[config.mk]
export PLATFORM = sky130hd
export DESIGN_NAME = fetch_stage
export DESIGN_NICKNAME = d
export VERILOG_FILES = /design/src/rtl/fetch_stage.sv
export SDC_FILE = /design/constraint.sdc
export NUM_CORES = 1
export LEC_CHECK = 0
export CAP_MARGIN = 20
export CORE_ASPECT_RATIO = 2
export CORE_UTILIZATION = 35
export CTS_CLUSTER_SIZE = 8
export DETAILED_ROUTE_END_ITERATION = 16
export SYNTH_ARGS = -nofsm -noshare
export SYNTH_HDL_FRONTEND = slang
export SYNTH_SLANG_ARGS = --single-unit
export TNS_END_PERCENT = 1
[constraint.sdc]
create_clock -name iClk -period 15.18 [get_ports iClk]
set_input_delay 1.518 -clock iClk [delete_from_list [all_inputs] [get_ports iClk]]
set_output_delay 1.518 -clock iClk [all_outputs]
set_load 0.02 [all_outputs]
[src/rtl/fetch_stage.sv]
// -----------------------------------------------------------------------------
// fetch_stage
//   PC register and instruction-fetch front end. Holds the fetch PC, hands the
//   sequential PC to the jump mux, issues one request at a time to instruction
//   memory and buffers returned words (with their PC) in a small FIFO for
//   decode. A redirect flushes the FIFO and abandons any fetch in flight; the
//   abandoned request's ack is swallowed in the DROP state.
//
//   Optional feature: define FETCH_PERF_CNT_EN to add the performance counter
//   outputs oFetchCnt, oDropCnt and oBubbleCnt.
//
// Ports
//   iClk, iRst     clock (rising edge), asynchronous active-high reset
//   iNewPC         next fetch PC from the jump mux
//   iRedirect      non-sequential target on iNewPC this cycle
//   iStall         decode cannot accept an instruction this cycle
//   oNextPC        fetchPC + PC_INC (combinational, 32-bit wrap)
//   oImemReq       instruction memory request
//   oImemAddr      request address (= fetchPC)
//   iImemAck       memory returns iImemData for the outstanding request
//   iImemData      instruction word, valid with iImemAck
//   oInstrValid    FIFO head valid
//   oInstr         FIFO head instruction, NOP_INSTR when empty
//   oInstrPC       PC of FIFO head, 0 when empty
//   oFetchCnt      (FETCH_PERF_CNT_EN) acks pushed into the FIFO
//   oDropCnt       (FETCH_PERF_CNT_EN) acks discarded
//   oBubbleCnt     (FETCH_PERF_CNT_EN) cycles decode was ready but starved
// -----------------------------------------------------------------------------
module fetch_stage #(
   parameter logic [31:0] RESET_PC  = 32'h0000_0000,
   parameter logic [31:0] PC_INC    = 32'd1,
   parameter int          BUF_DEPTH = 2,
   parameter logic [31:0] NOP_INSTR = 32'h0000_0000
) (
   input  logic        iClk,
   input  logic        iRst,
   input  logic [31:0] iNewPC,
   input  logic        iRedirect,
   input  logic        iStall,
   output logic [31:0] oNextPC,
   output logic        oImemReq,
   output logic [31:0] oImemAddr,
   input  logic        iImemAck,
   input  logic [31:0] iImemData,
   output logic        oInstrValid,
   output logic [31:0] oInstr,
   output logic [31:0] oInstrPC
`ifdef FETCH_PERF_CNT_EN
   ,
   output logic [31:0] oFetchCnt,
   output logic [31:0] oDropCnt,
   output logic [31:0] oBubbleCnt
`endif
);

   localparam int PTR_W = $clog2(BUF_DEPTH);
   localparam int CNT_W = PTR_W + 1;
   localparam logic [CNT_W-1:0] DEPTH_C = CNT_W'(BUF_DEPTH);

   typedef enum logic [1:0] {
      IDLE,
      REQ,
      DROP
   } fetchState_t;

   fetchState_t      state, stateNext;
   logic [31:0]      fetchPC;
   logic [CNT_W-1:0] count;
   logic [PTR_W-1:0] wrPtr, rdPtr;
   logic [31:0]      instrBuf [BUF_DEPTH];
   logic [31:0]      pcBuf    [BUF_DEPTH];

   logic reqRaised;   // request visible to memory this cycle
   logic ackTaken;    // ack completes the live request
   logic dropAck;     // ack completes an abandoned request
   logic push, pop;

   // Request is raised only while there is room. Because nothing is pushed
   // without an ack, count can only fall while it is up, so it stays up
   // (and oImemAddr stays put) until the ack arrives.
   assign reqRaised = (state == REQ) && (count < DEPTH_C);
   assign ackTaken  = reqRaised && iImemAck;
   assign dropAck   = (state == DROP) && iImemAck;
   assign push      = ackTaken && !iRedirect;
   assign pop       = oInstrValid && !iStall;

   // ---------------------------------------------------------------- FSM
   // NOTE: state registers use non-blocking assignments so every flop samples
   // pre-edge values regardless of process ordering.
   always_ff @(posedge iClk or posedge iRst) begin
      if (iRst) state <= IDLE;
      else      state <= stateNext;
   end

   // NOTE: every output of this block gets a default first so no path leaves
   // a variable unassigned and infers a latch.
   always_comb begin
      stateNext = state;
      oImemReq  = 1'b0;
      case (state)
         IDLE: stateNext = REQ;
         REQ: begin
            oImemReq = reqRaised;
            // A redirect with the request outstanding and no ack yet means
            // the memory still owes us a response we must throw away.
            if (iRedirect && reqRaised && !iImemAck) stateNext = DROP;
         end
         DROP: begin
            if (iImemAck) stateNext = REQ;
         end
         default: stateNext = IDLE;
      endcase
   end

   // ---------------------------------------------------------------- PC
   always_ff @(posedge iClk or posedge iRst) begin
      if (iRst)                       fetchPC <= RESET_PC;
      else if (iRedirect || ackTaken) fetchPC <= iNewPC;
   end

   assign oNextPC   = fetchPC + PC_INC;
   assign oImemAddr = fetchPC;

   // ---------------------------------------------------------------- FIFO
   always_ff @(posedge iClk or posedge iRst) begin
      if (iRst) begin
         count <= '0;
         wrPtr <= '0;
         rdPtr <= '0;
      end else if (iRedirect) begin
         // Flush wins over both push and pop.
         count <= '0;
         wrPtr <= '0;
         rdPtr <= '0;
      end else begin
         if (push) wrPtr <= wrPtr + PTR_W'(1);
         if (pop)  rdPtr <= rdPtr + PTR_W'(1);
         case ({push, pop})
            2'b10:   count <= count + CNT_W'(1);
            2'b01:   count <= count - CNT_W'(1);
            default: count <= count;
         endcase
      end
   end

   // NOTE: storage is deliberately not reset; an entry is only read once
   // count says it was written, and outputs are masked while empty.
   always_ff @(posedge iClk) begin
      if (push) begin
         instrBuf[wrPtr] <= iImemData;
         pcBuf[wrPtr]    <= fetchPC;
      end
   end

   assign oInstrValid = (count != '0);
   assign oInstr      = oInstrValid ? instrBuf[rdPtr] : NOP_INSTR;
   assign oInstrPC    = oInstrValid ? pcBuf[rdPtr]    : 32'h0000_0000;

`ifdef FETCH_PERF_CNT_EN
   // ---------------------------------------------------------------- perf
   always_ff @(posedge iClk or posedge iRst) begin
      if (iRst) begin
         oFetchCnt  <= '0;
         oDropCnt   <= '0;
         oBubbleCnt <= '0;
      end else begin
         if (push)                    oFetchCnt  <= oFetchCnt + 32'd1;
         if ((ackTaken && iRedirect) || dropAck)
                                      oDropCnt   <= oDropCnt + 32'd1;
         if (!oInstrValid && !iStall) oBubbleCnt <= oBubbleCnt + 32'd1;
      end
   end
`endif

endmodule
; Word-level counts from Yosys, hierarchy flattened
; Memory sizes are Yosys's and may differ from the RTL's.
; Cells that the tools add are included.
[classes]
n_lt_le_gt_ge = 1
n_reduce_logical = 16
addsub = 5
n_mux = 14
n_eq_ne = 6
[ops]
columns = cell, n
row1 = $mux W32, 2
row2 = $add A32 B1 Y32 const B, 1
row3 = $mux W1, 7
row4 = $logic_and A1 B1 Y1, 6
row5 = $mux W2, 3
row6 = $pmux W2 S3, 1
row7 = $reduce_bool A2 Y1, 3
row8 = $eq A2 B1 Y1 const B, 2
row9 = $eq A2 B2 Y1 const B, 2
row10 = $pmux W2 S2, 1
row11 = $logic_not A1 Y1, 3
row12 = $reduce_bool A3 Y1, 1
row13 = $add A1 B1 Y1 const B, 2
row14 = $add A2 B1 Y2 const B, 1
row15 = $logic_not A2 Y1, 1
row16 = $lt A2 B2 Y1 const B, 1
row17 = $ne A2 B1 Y1 const B, 1
row18 = $ne A2 B2 Y1 const B, 1
row19 = $reduce_and A2 Y1, 1
row20 = $sub A2 B1 Y2 const B, 1
row21 = $logic_or A1 B1 Y1, 1
[totals]
output_inout_bits = 130
in_bits = 69
ramBits = 128
reg_bits = 38
n_memories = 2
[mem_list]
columns = name, depth, width, rd, rd_clocked_by_memory_dff, write_ports, line_no
row1 = instrBuf, 2, 32, 1, 0, 1, 70  ; logic [31:0] instrBuf [BUF_DEPTH];
row2 = pcBuf, 2, 32, 1, 0, 1, 71  ; logic [31:0] pcBuf [BUF_DEPTH];

; Longest topological paths before layout
; Gate-level depths: netlist of the first run.
[logic_depth]
ltp_word = 7
ltp_mapped = 6
ltp_nobuf = 5

; Worst setup path before layout of the first run
; No wires, ideal clock.
[synth_timing]
kind = input to register
start = input port iRedirect
end = memory instrBuf[1][0] (enable)
setup_ns = 0.578
path_buffers = 1
path_stages = 2
t_arrival_ns = 6.364
setup_slack_ns = 8.238
path_cell_list = buf_2 nor3b_1
[synth_via]
elab_chain_cells = 4
[synth_rtl]
columns = element, line_no
row1 = start: declaration, 38  ; input logic iRedirect,
row2 = $logic_not A1 Y1, 84  ; assign push = ackTaken && !iRedirect;
row3 = $logic_and A1 B1 Y1, 84
row4 = $mux W1, 149  ; if (push) begin
row5 = $mux W1 (implied by the code), 150  ; instrBuf[wrPtr] <= iImemData;
row6 = end: declaration, 70
; No other way between the ends.

; Worst setup path in the final report of the first run
[layout_timing]
start = register fetchPC[0] (netlist: oImemAddr[0])
end = output port oNextPC[22]
[layout_via]
elab_chain_cells = 1
[layout_rtl]
columns = element, line_no
row1 = start: declaration, 67  ; logic [31:0] fetchPC;
row2 = start signal: assignment, 118  ; else if (iRedirect || ackTaken) fetchPC <= iNewPC;
row3 = $add A32 B1 Y32, 121  ; assign oNextPC = fetchPC + PC_INC;
row4 = end: declaration, 40  ; output logic [31:0] oNextPC,
; No other way between the ends.

==> out/results.ini, run 1 <==
[finish]
final_common_cell = clkdlybuf4s50_1
finish.utilization = 0.5021
mostFrequentLayoutCells = clkdlybuf4s50_1 (198), edfxtp_1 (128), nor2_1 (71)
nNetsFinal = 727
flow.area_growth_from_synthesis_pct = 40.79
n_fill_cell = 1727
drive_gt1_frac = 0.1164

[pwr]
leakagePower_nw = 3.278
pwr_density_cell_mw_per_mm2 = 125.1
vdd_drop_max_uv = 70.82
power_mw = 1.216

[floorplan]
die_w_um = 101.3
row_count = 72
core_sq_mm = 0.01937
die_y_um = 200.7
io_pins = 199
start_util = 0.3567
dieArea_sq_mm = 0.02034

[detailed_routing]
drtPass1Iterations = 4
wl_per_cell_um = 17.86
route.detailed.drc = 0
drt-vias-per-instance = 4.700
drtAntennaViolNets = 0
wl_um = 16610
drt_iter0_drc = 156
routed-via-count = 4371

[synth]
synth-seq-cells = 166
synthAdderAreaFrac = 0.001811
avgSynthCellArea_sq_um = 15.12
synth-simple-area-share = 0.09147
syn_nets = 527
ys_top_cells_by_area = edfxtp_1 (56%), dfrtp_1 (14%), mux2i_1 (9.3%), mux2_2 (5.2%), nor2_1 (3.9%)
netlist_area_sq_mm = 0.006908
synth-xor-area-share = 0.03930
synthDominantCellAreaShare = 0.5564
seq_area_frac_synth = 0.6941
synthMuxAreaShare = 0.1465
yosysWarnings = 0
synthCells = 457
synth_compound_area_frac = 0.004709
yosysTopAreaCell = edfxtp_1
ys_types = 36
synth_top_family_by_area = multiplexers

[sta]
finClkSkew_ns = 0.01245
finalHoldViolCount = 0
slew_viol_final = 0
max_freq_mhz = 211.2
setup_tns_ns = 0
fin_crit_sh = 0.3119
rsz0062_at_grt = no
setup_viol = 0
worst-slew-pin-transition_ns = 1.063
period_minus_slack_ns = 4.735
maxSlewHeadroom = 0.2875

[worst_setup_path]
startpoint = oImemAddr[0]
arrival_ns = 3.22
start_kind = flip-flop
cp_max_fo = 11
worstPathRequired_ns = 13.66
reg2reg_from = count[1]
path_class = reg2out
cp-end-kind = output port

[hold_path]
hold_class = reg2reg
hold_path_startpoint = state[1]

[clock_tree]
cts_sinks = 166
cts_resized = 0
cts_buffers = 17
cts.hold.buffers_added = 0
cts_tree = built
path_clk_slew_ns = 0.06
cts_max_level = 4
cts_root_buf = clkbuf_16
cts_setup_buffers = 0
clockBufferDepth = 2
worstSkewPairLatency_ns = 0.43

[grt]
grt_overflow = 0
antenna_found_initial = 1
grt_max_degree = 65
grt_pass1_vias = 4732
grt_use_total = 0.1708
grt_pass1_wl_um = 25430

[placement]
gp_congestion = 0.7460
port_buffers = 198
dpl.hpwl_um = 11630

[run]
cap_violations = 0

[run_status]
status = finished clean

-- per-stage QoR --
| step | hold WS (ns) | worst slack (ns) | instances | area [sq um] |
|---|---|---|---|---|
| after global placement | 0.4803 | 10.89 | 897 | 9135 |
| final | 0.5178 | 10.44 | 930 | 9726 |
| after CTS | 0.5164 | 10.34 | 929 | 9723 |
| after global routing | 0.5339 | 10.24 | 930 | 9726 |
| after detailed placement | 0.5048 | 10.81 | 897 | 9135 |
| after floorplan | 0.4671 | 8.238 | 457 | 6908 |
-- cell families (layout without fill, tap and decap cells) --
group | count (synthesis) | after routing
AOI/OAI and AO/OA | 6 | 6
DFF | 166 | 166
other | 0 | 1
buffers and inverters | 26 | 239
muxes | 97 | 97
xor gates and xnor gates | 31 | 31
adders and majority gates | 1 | 1
and+or+nand+nor | 130 | 130
-- worst max-delay path: stages (launching register included) --
cell	delay, ns
dfrtp_1	0.48
ha_1	0.27
nand4_1	0.15
nor3_2	0.83
nand4_1	0.23
xnor2_1	0.20
clkdlybuf4s50_1	0.62
-- power breakdown --
| group | leakage, nW | total (mW) | switching (mW) | internal (mW) |
|---|---|---|---|---|
| clock network | 0.286 | 0.431 | 0.173 | 0.259 |
| registers | 1.61 | 0.556 | 0.0302 | 0.526 |
| logic | 1.38 | 0.229 | 0.116 | 0.113 |
-- per-layer routing --
metal | up-vias | global-route usage | wire length, um
met3 | 27 | 0.04074 | 726
met2 | 119 | 0.3394 | 9724
li1 | 2062 | - | -
met4 | 0 | 0.07867 | 487
met1 | 2163 | 0.1533 | 5667
met5 | - | 0 | 0
-- synth_stat cells, drive strengths merged --
cell type	number
dfrtp	38
mux2i	64
and4	2
nor2	73
nand3b	1
o21ai	2
edfxtp	128
mux2	33
inv	4
or3	1
nor3b	4
nor4	1
and3	5
xnor2	27
nand2	7
nand4	13
buf	16
and2	3
a21oi	3
nand3	16
a211oi	1
clkbuf	6
ha	1
nand2b	1
xor2	4
nor3	3
-- path summary, 6_finish.rpt --
| kind | slack (ns) | cells after the start | to |
|---|---|---|---|
| max in group asynchronous | 12.94 | 2 | rdPtr |
| setup / recovery | 10.44 | 6 | oNextPC[22] |
| min in group asynchronous | 1.61 | 2 | oImemAddr[20] |
| hold reg to reg | 0.52 | 1 | state[0] |
| setup reg to reg | 13.01 | 4 | pcBuf[1][10] |
| hold / removal | 0.52 | 1 | state[0] |
-- final cells by class --
class                      instances  area, sq um  share of cell area
antenna                            1        2.502           0.0002573
clock buffer                      20        436.7             0.04490
clock inverter                    12        151.4             0.01557
inverter                           4        15.01            0.001544
multi-input combinational        265         1978              0.2034
sequential                       166         4798              0.4934
tap                              259        324.1             0.03332
timing repair buffer             203         2019              0.2076
-- state kept, by name, indices dropped and copies added (netlist names) --
| name | flops |
|---|---|
| state | 2 |
| instrBuf | 64 |
| pcBuf | 64 |
| rdPtr | 1 |
| count | 2 |
| wrPtr | 1 |
| oImemAddr | 32 |
Power figures use the tool's default switching activity.
==> inputs of run 2 (changes only) <==
Clock period 15.18 ns to 3.98 ns, I/O delays scaled along.
==> run 2 against run 1 <==
Routed wire length is 3.0% higher; final area is 0.76% higher; largest cell class unchanged; non-clock buffer count is 4 higher; largest power group unchanged; global-route usage is 0.47 points higher; clock power grew to 3.9 times the previous value; highest routed layer unchanged; critical endpoint is now oNextPC[18]; register-to-register slack worse by 11 ns; final cell count is 0.32% higher.
==> out/results.ini, run 2 (synthesized netlist as in run 1, its figures left out) <==
[grt]
antenna_found_initial = 0  ; was 1
grt_pass1_vias = 4728  ; was 4732
grt_max_degree = 39  ; was 65
grt_overflow = 0  ; unchanged
grt_use_total = 0.1756  ; was 0.1708
grt_pass1_wl_um = 25950  ; was 25430 um

[pwr]
leakagePower_nw = 3.312  ; was 3.278 nW
pwr_density_cell_mw_per_mm2 = 478.9  ; was 125.1 mW/mm^2
power_mw = 4.693  ; was 1.216 mW
vdd_drop_max_uv = 261.5  ; was 70.82 uV

[floorplan]
die_w_um = 101.3  ; unchanged
die_y_um = 200.7  ; unchanged
start_util = 0.3567  ; unchanged
io_pins = 199  ; unchanged
core_sq_mm = 0.01937  ; unchanged
dieArea_sq_mm = 0.02034  ; unchanged
row_count = 72  ; unchanged

[worst_setup_path]
cp-end-kind = output port  ; unchanged
reg2reg_from = state[0]  ; was count[1]
r2r_setup_slack_ns = 1.89  ; was 13.01 ns
path_class = reg2out  ; unchanged
start_kind = flip-flop  ; unchanged
rr_endpoint = oImemAddr[7]  ; was pcBuf[1][10]
cp_max_fo = 11  ; unchanged
worstPathRequired_ns = 3.58  ; was 13.66 ns
ff2ff_path_depth = 4  ; unchanged
arrival_ns = 2.68  ; was 3.22 ns

[sta]
rsz0062_at_grt = no  ; unchanged
worst_slack_ns = 0.9050  ; was 10.44 ns
fin_crit_sh = 0.7726
whs_ns = 0.5080  ; was 0.5178 ns
finalHoldViolCount = 0  ; unchanged
slew_viol_final = 0  ; unchanged
setup_viol = 0  ; unchanged
finClkSkew_ns = 0.007324  ; was 0.01245 ns
period_minus_slack_ns = 3.075
max_freq_mhz = 325.2
worst-slew-pin-transition_ns = 0.9928  ; was 1.063 ns
maxSlewHeadroom = 0.3366  ; was 0.2875

[detailed_routing]
drtAntennaViolNets = 0  ; unchanged
wl_um = 17100  ; was 16610 um
drtPass1Iterations = 6  ; was 4
route.detailed.drc = 0  ; unchanged
routed-via-count = 4411  ; was 4371
wl_per_cell_um = 18.33  ; was 17.86 um
drt_iter0_drc = 121  ; was 156
drt-vias-per-instance = 4.728  ; was 4.700

[placement]
place_ws_ns = 1.340  ; was 10.81 ns
dpl.hpwl_um = 11960  ; was 11630 um
port_buffers = 198  ; unchanged
gp_congestion = 0.7473  ; was 0.7460

[clock_tree]
worstSkewPairLatency_ns = 0.43  ; about the same
cts_resized = 0  ; unchanged
cts.hold.buffers_added = 0  ; unchanged
cts_buffers = 17  ; unchanged
clockBufferDepth = 2  ; unchanged
cts_sinks = 166  ; unchanged
cts_max_level = 4  ; unchanged
path_clk_slew_ns = 0.06  ; about the same
cts_root_buf = clkbuf_16  ; unchanged
cts_tree = built  ; unchanged
cts_setup_buffers = 0  ; unchanged

[finish]
mostFrequentLayoutCells = clkdlybuf4s50_1 (198), edfxtp_1 (128), nor2_1 (71)  ; unchanged
final_common_cell = clkdlybuf4s50_1  ; unchanged
n_antenna_cell = 0  ; was 1
drive_gt1_frac = 0.1261  ; was 0.1164
finish.utilization = 0.5059  ; was 0.5021
flow.area_growth_from_synthesis_pct = 41.86  ; was 40.79%
nNetsFinal = 731  ; was 727
n_fill_cell = 1712  ; was 1727

[run_status]
status = finished clean  ; unchanged

[hold_path]
hold_class = reg2reg  ; unchanged
min_to = state[0]  ; unchanged
whs_path_depth = 1  ; unchanged
hold_path_startpoint = state[1]  ; unchanged

[run]
cap_violations = 0  ; unchanged

run 2: how the worst max path moves through the flow:
| stage | start | to | slack (ns) |
|---|---|---|---|
| finish | oImemAddr[0] | oNextPC[18] | 0.91 |
| global route | oImemAddr[0] | oNextPC[22] | 0.68 |
| CTS | oImemAddr[0] | oNextPC[22] | 0.86 |
| detailed placement | oImemAddr[0] | oNextPC[30] | 1.34 |
| global placement | oImemAddr[0] | oNextPC[26] | 1.38 |
| floorplan | state[1] | instrBuf[0][0] | -1.90 |
run 2: metal layers:
metal | vias up | track usage | share of wire
met5 | - | 0 | 0
met4 | 0 | 0.07764 | 0.025
li1 | 2077 | - | -
met3 | 21 | 0.03621 | 0.040
met2 | 122 | 0.3338 | 0.58
met1 | 2191 | 0.1770 | 0.36
run 2: cell type report:
cell class | instances | area (sq um) | share of cell area
inverter | 4 | 15.01 | 0.001532
clock inverter | 14 | 173.9 | 0.01775
clock buffer | 18 | 429.2 | 0.04379
tap | 259 | 324.1 | 0.03307
multi-input combinational | 265 | 1984 | 0.2025
sequential | 166 | 4798 | 0.4897
timing repair buffer | 207 | 2074 | 0.2117
run 2: where the power goes:
part / total (mW) / internal, mW / switching, mW
logic: 0.887 / 0.438 / 0.449
clock network: 1.68 / 0.993 / 0.690
registers: 2.12 / 2.00 / 0.119
total: 4.69 / 3.43 / 1.26
run 2: critical path, cell delays in order, from the launching register on:
cell and delay [ns]:
dfrtp_1 0.49, ha_1 0.28, nand4_1 0.16, nor3_2 0.15, buf_4 0.23, nand4_1 0.13
xnor2_1 0.18, clkdlybuf4s50_1 0.63
run 2: through the flow:
| step | instances | cell area, sq um | setup TNS, ns |
|---|---|---|---|
| after floorplan | 457 | 6913 | -121.79 |
| after global placement | 901 | 9196 | 0 |
| after detailed placement | 901 | 9196 | 0 |
| after CTS | 933 | 9799 | 0 |
| after global routing | 933 | 9799 | 0 |
| final | 933 | 9799 | 0 |
==> inputs of run 3 (changes only) <==
Clock period 3.98 ns to 2.45 ns, I/O delays scaled along.
==> run 3 against run 2 <==
Core utilization rose by 0.88 points; final area rose by 1.7%; worst setup slack got worse by 0.87 ns; final cell count rose by 2.9%; routed wire length fell by 1.2%; register-to-register slack got worse by 1.3 ns; worst hold slack got worse by 0.20 ns; clock power rose by 45%; count of clock-buffer cells in the layout rose by 4; critical endpoint is now oNextPC[8].
==> out/results.ini, run 3 (synthesized netlist as in run 1, its figures left out) <==
[sta]
max_freq_mhz = 413.6
maxSlewHeadroom = 0.4223  ; was 0.3366
worst_slack_ns = 0.03209  ; was 0.9050 ns
finClkSkew_ns = 0.01863  ; was 0.007324 ns
finalHoldViolCount = 0  ; unchanged
whs_ns = 0.3110  ; was 0.5080 ns
fin_crit_sh = 0.9869
slew_viol_final = 0  ; unchanged
worst-slew-pin-transition_ns = 0.8652  ; was 0.9928 ns
period_minus_slack_ns = 2.418
setup_viol = 0  ; unchanged
rsz0062_at_grt = yes  ; was no

[clock_tree]
worstSkewPairLatency_ns = 0.43  ; about the same
cts_buffers = 17  ; unchanged
cts_setup_buffers = 0  ; unchanged
clockBufferDepth = 2  ; unchanged
cts_tree = built  ; unchanged
cts_root_buf = clkbuf_16  ; unchanged
cts_sinks = 166  ; unchanged
path_clk_slew_ns = 0.07  ; was 0.06 ns
cts_max_level = 4  ; unchanged
cts.hold.buffers_added = 0  ; unchanged

[grt]
antenna_found_initial = 0  ; unchanged
grt_max_degree = 49  ; was 39
grt_pass1_vias = 4734  ; was 4728
grt_use_total = 0.1713  ; was 0.1756
grt_overflow = 0  ; unchanged
grt_pass1_wl_um = 25630  ; was 25950 um

[placement]
placed_area_sq_mm = 0.009457  ; was 0.009196 sq mm
place_ws_ns = 0.1446  ; was 1.340 ns
port_buffers = 198  ; unchanged
gp_congestion = 0.7786  ; was 0.7473
place_inst = 927  ; was 901
dpl.hpwl_um = 11900  ; was 11960 um

[pwr]
leakagePower_nw = 3.893  ; was 3.312 nW
vdd_drop_max_uv = 396.5  ; was 261.5 uV
pwr_density_cell_mw_per_mm2 = 736.6  ; was 478.9 mW/mm^2

[worst_setup_path]
start_kind = flip-flop  ; unchanged
worstPathRequired_ns = 2.20  ; was 3.58 ns
reg2reg_from = count[1]  ; was state[0]
arrival_ns = 2.17  ; was 2.68 ns
path_class = reg2out  ; unchanged
cp_max_fo = 2  ; was 11
startpoint = oImemAddr[0]  ; unchanged
cp-end-kind = output port  ; unchanged

[detailed_routing]
drt-vias-per-instance = 4.666  ; was 4.728
wl_per_cell_um = 17.60  ; was 18.33 um
route.detailed.drc = 0  ; unchanged
drtAntennaViolNets = 0  ; unchanged
routed-via-count = 4479  ; was 4411
drtPass1Iterations = 4  ; was 6
drt_iter0_drc = 132  ; was 121
wl_um = 16890  ; was 17100 um

[finish]
n_antenna_cell = 0  ; unchanged
flow.area_growth_from_synthesis_pct = 44.32  ; was 41.86%
drive_gt1_frac = 0.1812  ; was 0.1261
fin_cells = 960  ; was 933
mostFrequentLayoutCells = edfxtp_1 (128), clkdlybuf4s50_1 (124), nor2_1 (71)  ; was clkdlybuf4s50_1 (198), edfxtp_1 (128), nor2_1 (71)
final_common_cell = edfxtp_1  ; was clkdlybuf4s50_1
finish.utilization = 0.5147  ; was 0.5059
nNetsFinal = 758  ; was 731
fin_area_sq_mm = 0.009970  ; was 0.009799 sq mm

[hold_path]
hold_class = in2async  ; was reg2reg

[run]
cap_violations = 0  ; unchanged

[floorplan]
start_util = 0.3567  ; unchanged
die_w_um = 101.3  ; unchanged
core_sq_mm = 0.01937  ; unchanged
dieArea_sq_mm = 0.02034  ; unchanged
die_y_um = 200.7  ; unchanged
io_pins = 199  ; unchanged
row_count = 72  ; unchanged

[run_status]
status = finished clean  ; unchanged

run 3: cell types whose count changed in the layout (fill, tap and decap cells not counted), moves of 4 or more:
cell and change:
dlymetal6s2s_1 +19, clkinv_2 +4, clkbuf_2 +11, clkbuf_1 +4, buf_4 +20, dlygate4sd2_1 +36
dfrtp_2 +4, clkdlybuf4s15_1 +6, dfrtp_1 -4, inv_6 -4, clkdlybuf4s50_1 -74
run 3: stage by stage:
| stage | TNS [ns] | total power, mW |
|---|---|---|
| after floorplan | -63.63 | 4.209 |
| after global placement | 0 | 5.039 |
| after detailed placement | 0 | 5.064 |
| after CTS | -0.0002951 | 7.448 |
| after global routing | -0.2857 | 7.649 |
| final | 0 | 7.343 |
run 3: layer usage:
metal | vias up | share of wire | GRT usage
li1 | 2133 | - | -
met1 | 2188 | 0.35 | 0.1672
met2 | 136 | 0.59 | 0.3294
met3 | 22 | 0.044 | 0.03586
met4 | 0 | 0.024 | 0.07971
met5 | - | 0 | 0
run 3: path summary, 6_finish.rpt:
kind                                    to  slack (ns)  cells after the start
setup reg to reg               pcBuf[1][9]        0.62                      4
min in group iClk          instrBuf[0][31]        0.39                      1
max in group asynchronous            rdPtr        1.50                      2
hold / removal               oImemAddr[19]        0.31                      2
setup / recovery                oNextPC[8]        0.03                      5
hold reg to reg                   state[0]        0.53                      1
run 3: cell type report:
| type | count | area, sq um |
|---|---|---|
| clock buffer | 22 | 444.2 |
| clock inverter | 10 | 85.08 |
| fill | 1700 | 9399 |
| inverter | 4 | 15.01 |
| multi-input combinational | 265 | 2008 |
| sequential | 166 | 4803 |
| tap | 259 | 324.1 |
| timing repair buffer | 234 | 2290 |
run 3: repair_timing:
item                                    CTS  global route
gates resized for setup                  62            63
endpoints found under the setup margin   58            40
pin swaps                                 0             2
gates cloned                              0             1
run 3: report_power, final:
| part | internal [mW] | switching, mW | leakage, nW |
|---|---|---|---|
| Combinational | 0.724 | 0.821 | 2.02 |
| Sequential | 3.26 | 0.114 | 1.61 |
| Clock | 1.39 | 1.04 | 0.261 |
run 3: critical path, cell delays in order, from the launching register on:
cell             delay [ns]
dfrtp_1                0.37
ha_1                   0.17
nand4_1                0.15
nor2_1                 0.15
xor2_1                 0.26
clkdlybuf4s50_1        0.66
==> RTL edit 1, RTL diff (config.mk and constraints of run 2) <==
Add a define of `FETCH_PERF_CNT_EN`.
--- a/src/rtl/fetch_stage.sv
+++ b/src/rtl/fetch_stage.sv
@@ -26,6 +26,8 @@
 //   oDropCnt       (FETCH_PERF_CNT_EN) acks discarded
 //   oBubbleCnt     (FETCH_PERF_CNT_EN) cycles decode was ready but starved
 // -----------------------------------------------------------------------------
+`define FETCH_PERF_CNT_EN
+
 module fetch_stage #(
    parameter logic [31:0] RESET_PC  = 32'h0000_0000,
    parameter logic [31:0] PC_INC    = 32'd1,
Check against the original RTL (old outputs only; new: oBubbleCnt, oDropCnt and oFetchCnt): equivalent (equiv_simple and equiv_induct, registers matched by name and starting in step).
==> RTL edit 1 against run 2 <==
- synthesized cell count rose by 89%
- setup slack got worse by 0.15 ns
- first-iteration DRC count rose to 2.6 times the old value
- register-to-register slack got worse by 0.31 ns
- count of clock-buffer cells in the layout rose by 40
- critical path type unchanged
- routed wire length rose by 86%
- power rose by 67%
- combinational power rose by 74%
- synthesized area rose by 65%
- cell area rose by 63%
- sequential cell count rose by 96
==> RTL edit 1: results (changes against run 2) <==
Logic synthesis
  • Post-synth EDFFs: 128 (unchanged)
  • Mux cell area share after synthesis: 8.99% (was 14.7%)
  • Async SR Flop Fraction: 51.1% (was 22.9%)
  • Yosys cell types: 44 (was 36)
  • YS warnings: 0 (unchanged)
  • Post-synthesis compound-gate area fraction: 0.648% (was 0.471%)
  • Syn Nets: 939 (was 527)
  • Synth Area in Adders: 0.440% (was 0.181%)
  • Post-synthesis xor/xnor area fraction: 9.62% (was 3.93%)
  • Syn Inst Count: 866 (was 457)
  • Area contributors post-synth: edfxtp_1 (34%), dfrtp_1 (29%), xnor2_1 (6.2%) (was edfxtp_1 (56%), dfrtp_1 (14%), mux2i_1 (9.3%))
  • Sequential area share after synthesis: 63.2% (was 69.4%)
  • Commonest cells post-synth: dfrtp_1 (134), edfxtp_1 (128), nor2_1 (88), xnor2_1 (81), mux2i_1 (64) (was edfxtp_1 (128), nor2_1 (72), mux2i_1 (64), dfrtp_1 (38), mux2_2 (32))

Setup path
  • R2R setup slack: 1.58 ns (was 1.89 ns)
  • Worst R2R Path Depth: 4 (unchanged)
  • CP Max Fanout: 10 (was 11)

Power
  • Peak VDD IR: 0.419 mV (was 0.261 mV)
  • Pleak: 6.03 nW (was 3.31 nW)

Route
  • Initial DRT Pass Iterations: 4 (was 6)
  • Routed Antenna Nets: 0 (unchanged)
  • Vias per cell: 4.93 (was 4.73)
  • Wire per inst: 19.4 um (was 18.3 um)
  • Initial DRC Count: 310 (was 121)
  • Remaining DRCs: 0 (unchanged)
  • Drt total wl: 31.8 mm (was 17.1 mm)

Cells and area
  • Filler cells: 2913 (was 1712)
  • Top flop regs: instrBuf x64, pcBuf x64
  • Share of cells above drive strength 1: 8.80% (was 12.6%)
  • Layout Nets: 1257 (was 731)

Placed design
  • DPL Wire Length: 22.4 mm (was 12.0 mm)
  • Final Wtd Congestion: 0.804 (was 0.747)
  • IO Port Bufs: 294 (was 198)
  • Area after DPL: 14900 um2 (was 9200 um2)

GRT
  • GRT Util Overall: 19.2% (was 17.6%)
  • Initial antenna violation count: 2 (was 0)
  • Via count of the first global-routing pass: 8223 (was 4728)
  • Largest net degree at the start of global routing: 80 (was 39)
  • First-pass GRT wire length: 47.9 mm (was 26.0 mm)

Run status
  • Outcome: complete, no violations (unchanged)

STA
  • Clock Skews: 0.0132 ns (was 0.00732 ns)
  • Max Fclk: 310 MHz (was 325 MHz)
  • Slew @ Worst Pin: 0.920 ns (was 0.993 ns)

Clock tree
  • Cts bufs inserted: 38 (was 17)
  • H-tree levels: 2 (was 4)
  • Deepest clock path buffer count: 3 (was 2)
  • Reg clk slew, reported paths: 0.05 ns
  • Clock Latency Late Sink: 0.52 ns (was 0.43 ns)
  • Setup Buffers After CTS: 0 (unchanged)
  • Cts repair resizes: 0 (unchanged)
  • Root buf cell: clkbuf_16 (unchanged)

Min path
  • Hold Crit Class: in -> async (was reg -> reg)
RTL edit 1: cell types whose count changed after synthesis, moves of 9 or more:
cell / before / now
and3_1: 5 / 20
and4_1: 0 / 18
dfrtp_1: 38 / 134
inv_1: 4 / 13
nand2_1: 7 / 40
nand3_1: 16 / 51
nand4_1: 13 / 42
nor2_1: 72 / 88
nor3_1: 2 / 19
nor4_1: 0 / 16
xnor2_1: 27 / 81
xor2_1: 4 / 44
RTL edit 1: cell type report:
type                    instances  area (um2)  share of cell area (%)
diodes                          2        5.00                  0.0313
clock buffers                  58        1040                    6.47
clock inverters                 3        33.8                   0.211
inverters                      13        53.8                   0.336
multi-input cells             562        4030                    25.2
flip-flops and latches        262        7200                    45.0
well taps                     427         534                    3.34
repair buffers                307        3120                    19.5
RTL edit 1: per-stage QoR:
| step | worst slack [ns] | power [mW] | utilization [%] | setup TNS, ns | hold slack (ns) |
|---|---|---|---|---|---|
| floorplan | -0.000754 | 4.14 | - | -0.101 | 0.461 |
| global placement | 1.16 | 4.96 | 46.5 | 0 | 0.468 |
| detailed placement | 1.12 | 4.98 | 46.5 | 0 | 0.457 |
| CTS | 0.681 | 7.96 | 49.8 | 0 | 0.418 |
| global route | 0.560 | 8.18 | 49.8 | 0 | 0.444 |
| finish | 0.753 | 7.83 | 49.8 | 0 | 0.418 |
RTL edit 1: per-layer routing:
layer  part of all wire [%]  vias to the layer above  global-route usage (%)
met5                      0                        -                       0
li1                       -                     3777                       -
met3                    5.2                       64                    3.80
met2                     56                      229                    36.6
met4                    4.2                        0                    9.27
met1                     35                     3985                    19.4
RTL edit 1: report_power, final:
part | total, mW | switching, mW | internal [mW]
registers | 3.37 | 0.284 | 3.09
clock network | 2.91 | 1.14 | 1.78
logic | 1.54 | 0.799 | 0.744
total | 7.83 | 2.22 | 5.61
RTL edit 1: kinds of logic after synthesis:
group	after synthesis
multiplexers	98
XOR/XNOR	125
AND/OR/NAND/NOR	323
flip-flops	262
buffers and inverters	42
adder cells (fa/ha/maj)	4
AO/OA/AOI/OAI	12
RTL edit 1: critical path, stage by stage (launching register included):
cell and delay, ns:
dfrtp_1 0.50, nand4_1 0.20, nor4_1 0.42, buf_4 0.22, nand3_1 0.15, xnor2_1 0.20, clkdlybuf4s50_1 0.62
RTL edit 1: path summary, 6_finish.rpt:
path / start / endpoint
hold reg to reg: oDropCnt[31] / oDropCnt[31]
max in group asynchronous: iRst / oFetchCnt[21]
min in group iClk: iImemData[2] / instrBuf[1][2]
hold / removal: iRst / oDropCnt[2]
setup / recovery: oImemAddr[14] / oNextPC[26]
setup reg to reg: count[1] / instrBuf[0][9]
==> RTL edit 2, RTL diff (settings of run 2) <==
Without the edit above. Encoding of `fetchState_t`: now one-hot (3 bits for 3 states).
--- a/src/rtl/fetch_stage.sv
+++ b/src/rtl/fetch_stage.sv
@@ -57,10 +57,10 @@
    localparam int CNT_W = PTR_W + 1;
    localparam logic [CNT_W-1:0] DEPTH_C = CNT_W'(BUF_DEPTH);
 
-   typedef enum logic [1:0] {
-      IDLE,
-      REQ,
-      DROP
+   typedef enum logic [2:0] {
+      IDLE = 3'b001,
+      REQ  = 3'b010,
+      DROP = 3'b100
    } fetchState_t;
 
    fetchState_t      state, stateNext;
Behaviour: no difference found for any inputs over 4 cycles, from zero or initial values and one cycle with iRst high; so few cycles prove little.
==> RTL edit 2 against run 2 <==
- cell count is 1.5% higher
- highest routed layer unchanged
- power increased by 11%
- first-iteration DRC count fell by 21%
- via count rose by 2.4%
- critical path type unchanged
- synthesized area rose by 1.8%
- largest cell class unchanged
- cell area up 1.6%
- routed wire length up 1.4%
- sequential cell count is 1 higher
- setup slack worse by 0.19 ns
==> RTL edit 2: results (changes against run 2) <==
Logic synthesis
  • Sequential area share after synthesis: 68.6% (was 69.4%)
  • Commonest cells post-synth: edfxtp_1 (128), nor2_1 (74), mux2i_1 (64), dfrtp_1 (38), mux2_1 (30) (was edfxtp_1 (128), nor2_1 (72), mux2i_1 (64), dfrtp_1 (38), mux2_2 (32))
  • Area contributors post-synth: edfxtp_1 (55%), dfrtp_1 (14%), mux2i_1 (9.1%) (was edfxtp_1 (56%), dfrtp_1 (14%), mux2i_1 (9.3%))
  • Synth Area in Adders: 0.178% (was 0.181%)
  • Async SR Flop Fraction: 23.4% (was 22.9%)
  • Yosys cell types: 39 (was 36)
  • Post-synthesis compound-gate area fraction: 1.32% (was 0.471%)
  • Post-synthesis xor/xnor area fraction: 4.11% (was 3.93%)
  • Mux cell area share after synthesis: 14.2% (was 14.7%)
  • Syn Nets: 536 (was 527)

Setup path
  • Top delay family on crit path: simple AND/OR/NAND/NOR gates (was buffers and inverters)
  • Reg-to-Reg Start: state[2] (was state[0])
  • R2R setup slack: 1.73 ns (was 1.89 ns)
  • CP Max Fanout: 9 (was 11)
  • Critical Path Sink: oNextPC[28] (was oNextPC[18])
  • Reg-to-Reg End: pcBuf[1][3] (was oImemAddr[7])

Cells and area
  • Filler cells: 1770 (was 1712)
  • Layout Nets: 742 (was 731)
  • Share of cells above drive strength 1: 8.32% (was 12.6%)

Route
  • Routed via count: 4519 (was 4411)
  • Initial DRT Pass Iterations: 4 (was 6)
  • Wire per inst: 18.3 um (about the same)
  • Initial DRC Count: 96 (was 121)
  • Drt total wl: 17.3 mm (was 17.1 mm)

GRT
  • GRT met2 Usage: 34.6% (was 33.4%)
  • GRT Util Overall: 17.7% (was 17.6%)
  • Largest net degree at the start of global routing: 40 (was 39)
  • Via count of the first global-routing pass: 4792 (was 4728)
  • Global-route track usage on met3: 4.05% (was 3.62%)
  • First-pass GRT wire length: 26.4 mm (was 26.0 mm)
  • Met1 track demand over resource: 16.8% (was 17.7%)

STA
  • Hold Slack: 0.524 ns (was 0.508 ns)
  • Clock Skews: 0.00647 ns (was 0.00732 ns)
  • Final period util: 82.1% (was 77.3%)
  • Slew @ Worst Pin: 0.947 ns (was 0.993 ns)

Placed design
  • Place WS: 1.12 ns (was 1.34 ns)
  • Placed Cells incl. Taps: 915 (was 901)
  • Area after DPL: 9360 um2 (was 9200 um2)
  • DPL Wire Length: 12.3 mm (was 12.0 mm)
  • Final Wtd Congestion: 0.738 (was 0.747)

Clock tree
  • Cts bufs inserted: 17 (unchanged)
  • Cts repair resizes: 0 (unchanged)
  • Reg clk slew, reported paths: 0.07 ns

Min path
  • Hold Crit Class: in -> async (was reg -> reg)

Run status
  • Outcome: complete, no violations (unchanged)

Power
  • Pleak: 3.35 nW (was 3.31 nW)
[RTL edit 2: cells by family (layout without fill, tap and decap cells)]
family | Yosys count | in the layout
AOI/OAI and AO/OA | 12 | 12
xor gates and xnor gates | 33 | 33
adders and majority gates | 1 | 1
buffers and inverters | 25 | 244
DFF | 167 | 167
muxes | 96 | 96
and+or+nand+nor | 132 | 132
[RTL edit 2: area by class of cell]
type,count,area (um2),share of cell area (%)
clock buffer,17,425,4.27
clock inverter,15,169,1.70
multi-input combinational,274,2130,21.4
sequential,167,4820,48.5
tap,262,328,3.29
timing repair buffer,206,2050,20.6
inverter,6,22.5,0.226
[RTL edit 2: layer usage]
| layer | share of wire [%] | vias to the layer above |
|---|---|---|
| li1 | - | 2118 |
| met1 | 34 | 2243 |
| met2 | 59 | 132 |
| met3 | 4.2 | 26 |
| met4 | 2.3 | 0 |
| met5 | 0 | - |
[RTL edit 2: power breakdown]
group	internal (mW)	switching, mW
clock network	0.937	0.708
logic	0.610	0.671
registers	2.07	0.211
total	3.62	1.59
